$ cat src/rtl/if_fetch_unit.sv
// Instruction-fetch stage: owns the PC, issues one outstanding imem request at a
// time, parks a response that lands during a stall, and flushes on redirect.
module if_fetch_unit #(
  parameter logic [31:0] RESET_PC  = 32'h00000000,
  parameter logic [31:0] NOP_INSTR = 32'h00000013
) (
  input  logic        clk,
  input  logic        rst,
  input  logic        i_stall,
  input  logic        i_redirect,
  input  logic [31:0] i_redirect_pc,
  output logic        imem_req,
  output logic [31:0] imem_addr,
  input  logic        imem_gnt,
  input  logic        imem_rvalid,
  input  logic [31:0] imem_rdata,
  output logic [31:0] o_pc,
  output logic [31:0] o_instr,
  output logic        o_valid
);

  // Handshake: a request transfers on a cycle with imem_req && imem_gnt; its single
  // response arrives later as an imem_rvalid pulse, accepted only while in S_WAIT.
  typedef enum logic [1:0] {S_REQ, S_WAIT, S_HOLD} state_t;

  state_t      state;
  logic [31:0] fetch_pc;
  logic [31:0] buf_instr;
  logic        discard;

  assign imem_req  = (state == S_REQ);
  assign imem_addr = fetch_pc;

  always_ff @(posedge clk) begin
    if (rst) begin
      state     <= S_REQ;
      fetch_pc  <= RESET_PC;
      discard   <= 1'b0;
      buf_instr <= NOP_INSTR;
      o_pc      <= 32'h0;
      o_instr   <= NOP_INSTR;
      o_valid   <= 1'b0;
    end else if (i_redirect) begin
      fetch_pc <= i_redirect_pc & ~32'd3;
      o_valid  <= 1'b0;
      o_instr  <= NOP_INSTR;
      case (state)
        S_REQ: begin
          // A request granted this cycle is already in flight; its data must be dropped.
          if (imem_gnt) begin
            discard <= 1'b1;
            state   <= S_WAIT;
          end
        end
        S_WAIT: begin
          if (imem_rvalid) begin
            discard <= 1'b0;
            state   <= S_REQ;
          end else begin
            discard <= 1'b1;
          end
        end
        S_HOLD:  state <= S_REQ;
        default: state <= S_REQ;
      endcase
    end else begin
      if (!i_stall) begin
        o_valid <= 1'b0;
        o_instr <= NOP_INSTR;
      end
      case (state)
        S_REQ: begin
          if (imem_gnt) state <= S_WAIT;
        end
        S_WAIT: begin
          if (imem_rvalid) begin
            if (discard) begin
              discard <= 1'b0;
              state   <= S_REQ;
            end else if (!i_stall) begin
              o_pc     <= fetch_pc;
              o_instr  <= imem_rdata;
              o_valid  <= 1'b1;
              fetch_pc <= fetch_pc + 32'd4;
              state    <= S_REQ;
            end else begin
              // fetch_pc stays put in HOLD, so it doubles as the buffered PC.
              buf_instr <= imem_rdata;
              state     <= S_HOLD;
            end
          end
        end
        S_HOLD: begin
          if (!i_stall) begin
            o_pc     <= fetch_pc;
            o_instr  <= buf_instr;
            o_valid  <= 1'b1;
            fetch_pc <= fetch_pc + 32'd4;
            state    <= S_REQ;
          end
        end
        default: state <= S_REQ;
      endcase
    end
  end

endmodule
$ cat config.mk
export PLATFORM = sky130hd
export DESIGN_NAME = if_fetch_unit
export DESIGN_NICKNAME = d
export VERILOG_FILES = /design/src/rtl/if_fetch_unit.sv
export SDC_FILE = /design/constraint.sdc
export NUM_CORES = 1
export LEC_CHECK = 0
export ABC_AREA = 1
export ABC_CLOCK_PERIOD_IN_PS = 4250
export CAP_MARGIN = 10
export CORE_ASPECT_RATIO = 0.9
export CORE_MARGIN = 1
export CORE_UTILIZATION = 45
export DETAILED_ROUTE_END_ITERATION = 7
export PLACE_DENSITY = 0.76
export SLEW_MARGIN = 30
export SYNTH_ARGS = -nofsm -noshare
export SYNTH_HDL_FRONTEND = slang
export SYNTH_SLANG_ARGS = --single-unit
$ cat constraint.sdc
create_clock -name clk -period 4.25 [get_ports clk]
set_clock_uncertainty 0.15 [all_clocks]
set_input_delay 0.6375 -clock clk [delete_from_list [all_inputs] [get_ports clk]]
set_output_delay 0.6375 -clock clk [all_outputs]
set_load 0.005 [all_outputs]
# After elaboration in Yosys (flattened, before gate mapping)

Cells that the tools add are included.

Register bits after elaboration: 132
Bits of input ports: 70
Output and inout port bits: 98
Logic and storage cells: 67

$add $sub $neg: 1
Equality and inequality tests: 8
Mux-type cells: 35
Bitwise logic cells: 2
Reductions and logical operators: 13

Operator list:

| operator                                                                 | number |
|---|---|
| 32-bit two-way mux                                                       | 12 |
| 32-bit one-hot mux with 2 select lines                                   | 3 |
| 32-bit by 3-bit adder with 32-bit output (second input constant)         | 1 |
| 2-bit two-way mux                                                        | 7 |
| 1-bit two-way mux                                                        | 9 |
| 3-bit inequality test (second input constant)                            | 3 |
| 4-bit AND reduction                                                      | 2 |
| 2-bit nonzero test                                                       | 4 |
| 2-bit one-hot mux with 3 select lines                                    | 1 |
| 3-bit AND reduction                                                      | 2 |
| 5-bit AND reduction                                                      | 1 |
| 2-bit inequality test (second input constant)                            | 2 |
| 1-bit one-hot mux with 2 select lines                                    | 2 |
| 2-bit one-hot mux with 2 select lines                                    | 1 |
| 3-bit by 2-bit inequality test with 1-bit output (second input constant) | 1 |
| 3-bit nonzero test                                                       | 1 |
| 2-bit by 1-bit == test with 1-bit output (second input constant)         | 1 |
| 2-bit == test (second input constant)                                    | 1 |
| 2-bit zero test                                                          | 1 |
| 1-bit NOT                                                                | 2 |
| 2-bit AND reduction                                                      | 1 |
| 2-bit OR reduction                                                       | 1 |

# Logic depth before layout (Yosys ltp)

Gate-level depths: netlist of run 1.

Depth after elaboration: 6
Mapped depth: 12
Gate-level depth less buffers: 11

# Worst setup path after synthesis of run 1

No wires, ideal clock.

Kind: input to register
From: input port i_redirect
To: register o_instr[10]
Setup time: 0.132 ns
Arrival time: 1.569 ns
Data required time: 3.968 ns
Slack: 2.399 ns
Stages: 6
Buffers on the path: 3
Cell sequence: buf_2 nor2_1 inv_1 clkbuf_1 clkbuf_1 a21oi_1

Word-level cells in the longest chain between the ends: 1

RTL lines:

| element                      | RTL line | text |
|---|---|---|
| from (decl)                  | 10       | `input logic i_redirect,` |
| 2-bit OR reduction (no line) | --       |  |
| to (signal assigned)         | 82       | `o_instr <= imem_rdata;` |
| to (signal assigned)         | 96       | `o_instr <= buf_instr;` |
| to (decl)                    | 18       | `output logic [31:0] o_instr,` |

Every way passes these cells.
A chain may end at the register's enable or synchronous reset.

# Final worst setup path of run 1

From: input port imem_rvalid
To: register o_pc[6]

Word-level cells in the longest chain between the ends: 2

RTL lines:

| element                         | RTL line | text |
|---|---|---|
| from (decl)                     | 15       | `input logic imem_rvalid,` |
| 2-bit inequality test (no line) | --       |  |
| 4-bit AND reduction (no line)   | --       |  |
| to (signal assigned)            | 81       | `o_pc <= fetch_pc;` |
| to (signal assigned)            | 95       | `o_pc <= fetch_pc;` |
| to (decl)                       | 17       | `output logic [31:0] o_pc,` |

Every way passes these cells.

==> run metrics, run 1 <==
CTS tree done; total CTS buffers 17; first-pass GRT wire length 28.7 mm; Max transition margin 35.0%; Setup TNS 0 ns; Clock Latency Late Sink 0.42 ns; Pre-Repair DR Iteration Count 5; clock sink count 128; remaining antenna violation count 0; Ant. Diodes 0; Final min period 2.90 ns; final wirelength 17.4 mm; Hold Vio Cnt, Final 0; GR Layer Usage met3 6.86%; Seq/Total Area, Yosys 42.1%; Placed Cells 1197; Crit. End Element flip-flop; core area 0.0129 mm²; Pwr per Cell Area 374 mW/mm²; FF+latch count, synth 128; crit path from imem_rvalid; GR peak layer met2; M1 GR Usage 32.4%; Post-CTS Resized 0; Min-Delay Path Class reg -> reg; RSZ-0062 raised after global routing false; H-tree Lvls 4; Final Max Tran Viols 0; Std-Cell Rows 39; Peak VDD IR 270 µV; met2 usage 41.6%; critical hold path startpoint buf_instr[15]; Die Span Y 112 µm; Worst setup SP type primary input; post-CTS setup buffer count 0; Vias 6370; routability congestion estimate 0.848; io pins 168; initial antenna violation count 0; Remaining DRCs 0; LEAKAGE 0.00303 µW; Reg clk slew, reported paths 0.06 ns; Syn-to-layout area delta 35.5%; Via density 5.18; Netlist cell types 30; Ys Warns 0; critical path class in -> reg; vias in the first global route 5801; DPL Wire Length 11.5 mm; highest clock rate 345 MHz; All-Layer GR Usage 25.4%; Synth Instances 917; drt initial violations 476; Starting Density 47.1%; IO Port Bufs 161; status finished clean; die area 0.0140 mm²; nets@finish 1126; final period utilization 68.3%; final setup fails 0; area of the mapped netlist 0.00609 mm²; Post-CTS Hold Buffers 0; wire length per cell 14.1 µm; pin count of the biggest net entering global routing 68; clock buffer depth 2; WP data required 4.44 ns; syn avg cell area 6.64 µm²; Worst Path Max Fanout 48; root buffer cell clkbuf_16; layout cells sized above 1 5.07%; Critical Path AT 3.09 ns; r2r startpoint state[0]; fin cells 1229; Final Hold Slack 0.300 ns; Worst Max-Slew Pin Slew 0.973 ns; Max-Cap Viols 0; total gr overflow 0; chip width 125 µm
cells in the mapped netlist:
cell      instances  area [µm²]
nand2_4           1        11.3
nand4_1           1        6.26
a21oi_2           1        8.76
nor2_2            4        25.0
inv_4             1        6.26
nand2_1         248         931
nor3_1            4        20.0
inv_2             6        22.5
nor2_1          100         375
ha_1              4        50.1
buf_2            10        50.1
dfxtp_1         128        2560
a22o_1            2        17.5
o21ai_1           5        25.0
o31ai_1           3        22.5
or2_2             1        6.26
buf_6             4        45.0
nand3_1          36         180
buf_1             2        7.51
nor2_4            2        22.5
nand2_2           2        12.5
conb_1            1        3.75
a21oi_1         106         531
o21ai_0         126         631
a31oi_1           4        25.0
and2_1            2        12.5
buf_4            12        90.1
clkbuf_1         26        97.6
nand3_2           1        10.0
inv_1            74         278
metrics by stage:
step                util (%)  power, µW  setup slack (ns)  instance area [µm²]
floorplan                  -       1510              2.40                 6100
global placement        59.3       1680             0.970                 7670
detailed placement      59.3       1690             0.949                 7670
CTS                     63.8       3110              1.34                 8240
global route            63.8       3210              1.08                 8240
finish                  63.8       3080              1.35                 8240
final cells by class:
type | count | area (µm²)
clock buffer | 22 | 464
clock inverter | 10 | 111
fill | 1163 | 4690
inverter | 81 | 307
multi-input combinational | 657 | 2940
sequential | 128 | 2560
tap | 164 | 205
timing repair buffer | 167 | 1660
state kept, by name, summed over array words and instances, names as in the netlist:
signal     flops
o_pc          30
state          2
o_valid        1
discard        1
buf_instr     32
o_instr       32
imem_addr     30
report_power, final:
part / switching (µW) / internal [µW]
combinational: 201 / 177
sequential: 42.6 / 1250
clock: 530 / 890
worst max-delay path, cell delays in order:
cell and delay, ns:
clkdlybuf4s50_1 0.71, nor2_1 0.09, inv_1 0.08, nand4_1 0.45, inv_2 0.77, o21ai_0 0.20, a21oi_1 0.15
final timing paths:
kind / end / slack, ns / cells past startpoint
worst max-delay path: o_pc[6] / 1.35 / 7
worst min-delay path: buf_instr[15] / 0.30 / 2
worst max register to register: o_pc[6] / 1.37 / 9
worst min register to register: buf_instr[15] / 0.30 / 2
placed cells by master, fill, tap and decap left out, types with 17 or more instances in the layout:
cell	instances
o21ai_0	126
nand3_1	36
a21oi_1	106
nor2_1	100
inv_1	71
clkdlybuf4s50_1	161
dfxtp_1	128
clkbuf_16	17
nand2_1	248
routing by layer:
metal / part of all wire, % / routed length, µm / vias to the layer above
met4: 1.3 / 233 / 0
met3: 8.9 / 1550 / 27
li1: - / - / 3220
met1: 44 / 7670 / 2857
met5: 0 / 0 / -
met2: 46 / 7930 / 266
cell families after synthesis:
kind of cell               count (synthesis)  share of synthesized area, %
DFF                                      128                          42.1
and+or+nand+nor                          402                          26.5
buffers and inverters                    135                          9.81
AOI/OAI and AO/OA                        247                          20.7
adders and majority gates                  4                         0.822
other                                      1                        0.0616
No activity file was read; power rests on OpenSTA's default activity.
==> run 2, diff against run 1 <==
ABC_CLOCK_PERIOD_IN_PS = 2650   (was 4250)
CORE_UTILIZATION = 44   (was 45)
PLACE_DENSITY = 0.77   (was 0.76)
clock period = 2.65 ns   (was 4.25 ns; I/O delays follow)
==> run 2 against run 1 <==
Non-clock buffer count rose by 10. First-iteration DRC count fell by 8.0%. Hold slack got worse by 0.0037 ns. Design area rose by 2.2%. Final cell count rose by 1.1%. Sequential share of layout area fell by 0.68 points. Combinational power rose by 66%. Sequential power rose by 60%. Wire length rose by 0.54%. Global-route usage fell by 0.23 points. Critical path type is now reg -> reg.
==> run metrics, run 2 (synthesized netlist as in run 1, its figures left out) <==
Min-Delay Path Class reg -> reg; Post-CTS Hold Buffers 0 (unchanged); Worst setup SP type flip-flop; Syn-to-layout area delta 38.5%; register area 0.00256 mm² (unchanged); Hold Vio Cnt, Final 0 (unchanged); pin count of the biggest net entering global routing 68 (unchanged); setup ws final 0.512 ns (-0.837 ns); Final Max Tran Viols 0 (unchanged); remaining antenna violation count 0 (unchanged); highest clock rate 468 MHz; commonest non-fill, non-tap cell in the layout nand2_1; WP data required 2.79 ns (-1.65 ns); layout cells sized above 1 6.05% (+0.98 points); Via density 5.13 (-1.0%); root buffer cell clkbuf_16; chip width 126 µm (+1.1%); most frequent cells in the layout nand2_1 (248), clkdlybuf4s50_1 (161), dfxtp_1 (128); Die Span Y 114 µm (+1.1%); Critical Path AT 2.28 ns (-0.81 ns); Max-Cap Viols 0 (unchanged); Post-CTS Resized 0 (unchanged); Std-Cell Rows 40 (+2.6%); largest registers buf_instr (32), o_instr (32); Setup TNS 0 ns (unchanged); nets@finish 1136 (+0.89%); Setup WS pre-CTS 0.391 ns (-0.558 ns); Clock Latency Late Sink 0.41 ns (about the same); area of the multi-input gates 0.00294 mm² (unchanged); first-pass GRT wire length 28.8 mm (+0.51%); fillers 1213 (+4.3%); Crit. End Element flip-flop; IO Port Bufs 161 (unchanged); die area 0.0143 mm² (+2.2%); CTS tree done; total CTS buffers 17 (unchanged); Starting Density 45.4% (-1.7 points); core area 0.0134 mm² (+3.7%); Final Hold Slack 0.296 ns (-0.00372 ns); RSZ-0062 raised after global routing false; clock sink count 128 (unchanged); wire length per cell 14.1 µm (-0.59%); clock buffer depth 2 (unchanged); All-Layer GR Usage 25.2% (-0.23 points); post-CTS setup buffer count 0 (unchanged); vias in the first global route 6013 (+3.7%); Ant. Diodes 0 (unchanged); final setup fails 0 (unchanged); Pre-Repair DR Iteration Count 5 (unchanged); H-tree Lvls 4 (unchanged); status finished clean; Worst Max-Slew Pin Slew 0.874 ns (-0.0995 ns); Pwr per Cell Area 619 mW/mm² (+65%); total gr overflow 0 (unchanged); post-route cell area 0.00843 mm² (+2.2%); drt initial violations 438 (-8.0%); DPL Wire Length 11.5 mm (about the same); LEAKAGE 0.00313 µW (+3.3%); routability congestion estimate 0.858 (+1.2%); initial antenna violation count 0 (unchanged); final period utilization 80.7%; Max transition margin 41.4% (+6.3 points); Peak VDD IR 406 µV (+50%); final wirelength 17.5 mm (+0.54%); io pins 168 (unchanged); Final min period 2.14 ns; Vias 6378 (+0.13%); Reg clk slew, reported paths 0.06 ns (about the same); Worst Path Max Fanout 6 (-88%); Remaining DRCs 0 (unchanged); critical path class reg -> reg; dpl cell area 0.00779 mm² (+1.5%)
[run 2: layout make-up]
cell class                      instances  area share, %
Clock buffer                           23           5.79
Clock inverter                          9           1.83
Inverter                               81           3.64
Timing Repair Buffer                  177           21.0
Multi-Input combinational cell        657           34.9
Tap cell                              168           2.49
Sequential cell                       128           30.4
[run 2: worst paths after layout]
kind | from | end | slack [ns] | cells after the start
max | imem_addr[3] | imem_addr[16] | 0.51 | 8
min | buf_instr[14] | buf_instr[14] | 0.30 | 2
max reg2reg | imem_addr[3] | imem_addr[16] | 0.51 | 8
min reg2reg | buf_instr[14] | buf_instr[14] | 0.30 | 2
[run 2: through the flow]
step	total power, µW	cells	util (%)
finish	5220	1243	62.8
CTS	5250	1243	62.8
floorplan	2420	920	-
global placement	2720	1211	58.1
detailed placement	2720	1211	58.1
global route	5430	1243	62.8
[run 2: critical path, stage by stage (launching register included)]
cell,delay (ns)
dfxtp_1,0.44
ha_1,0.25
nand2_1,0.09
nor2_2,0.24
nand2_1,0.14
nor2_2,0.28
nor2_1,0.09
o21ai_0,0.23
a21oi_1,0.10
[run 2: metal layers]
layer | part of all wire (%) | GRT usage (%) | up-vias
met5 | 0 | 0 | -
met4 | 2.8 | 11.2 | 0
met3 | 6.4 | 6.29 | 38
met2 | 45 | 40.8 | 234
met1 | 46 | 31.8 | 2875
li1 | - | - | 3231
[run 2: report_power, final]
| group | internal [µW] | switching (µW) | leakage, µW |
|---|---|---|---|
| clock | 1670 | 851 | 0.000309 |
| sequential | 2000 | 68.5 | 0.00104 |
| combinational | 299 | 327 | 0.00178 |
| total | 3970 | 1250 | 0.00313 |
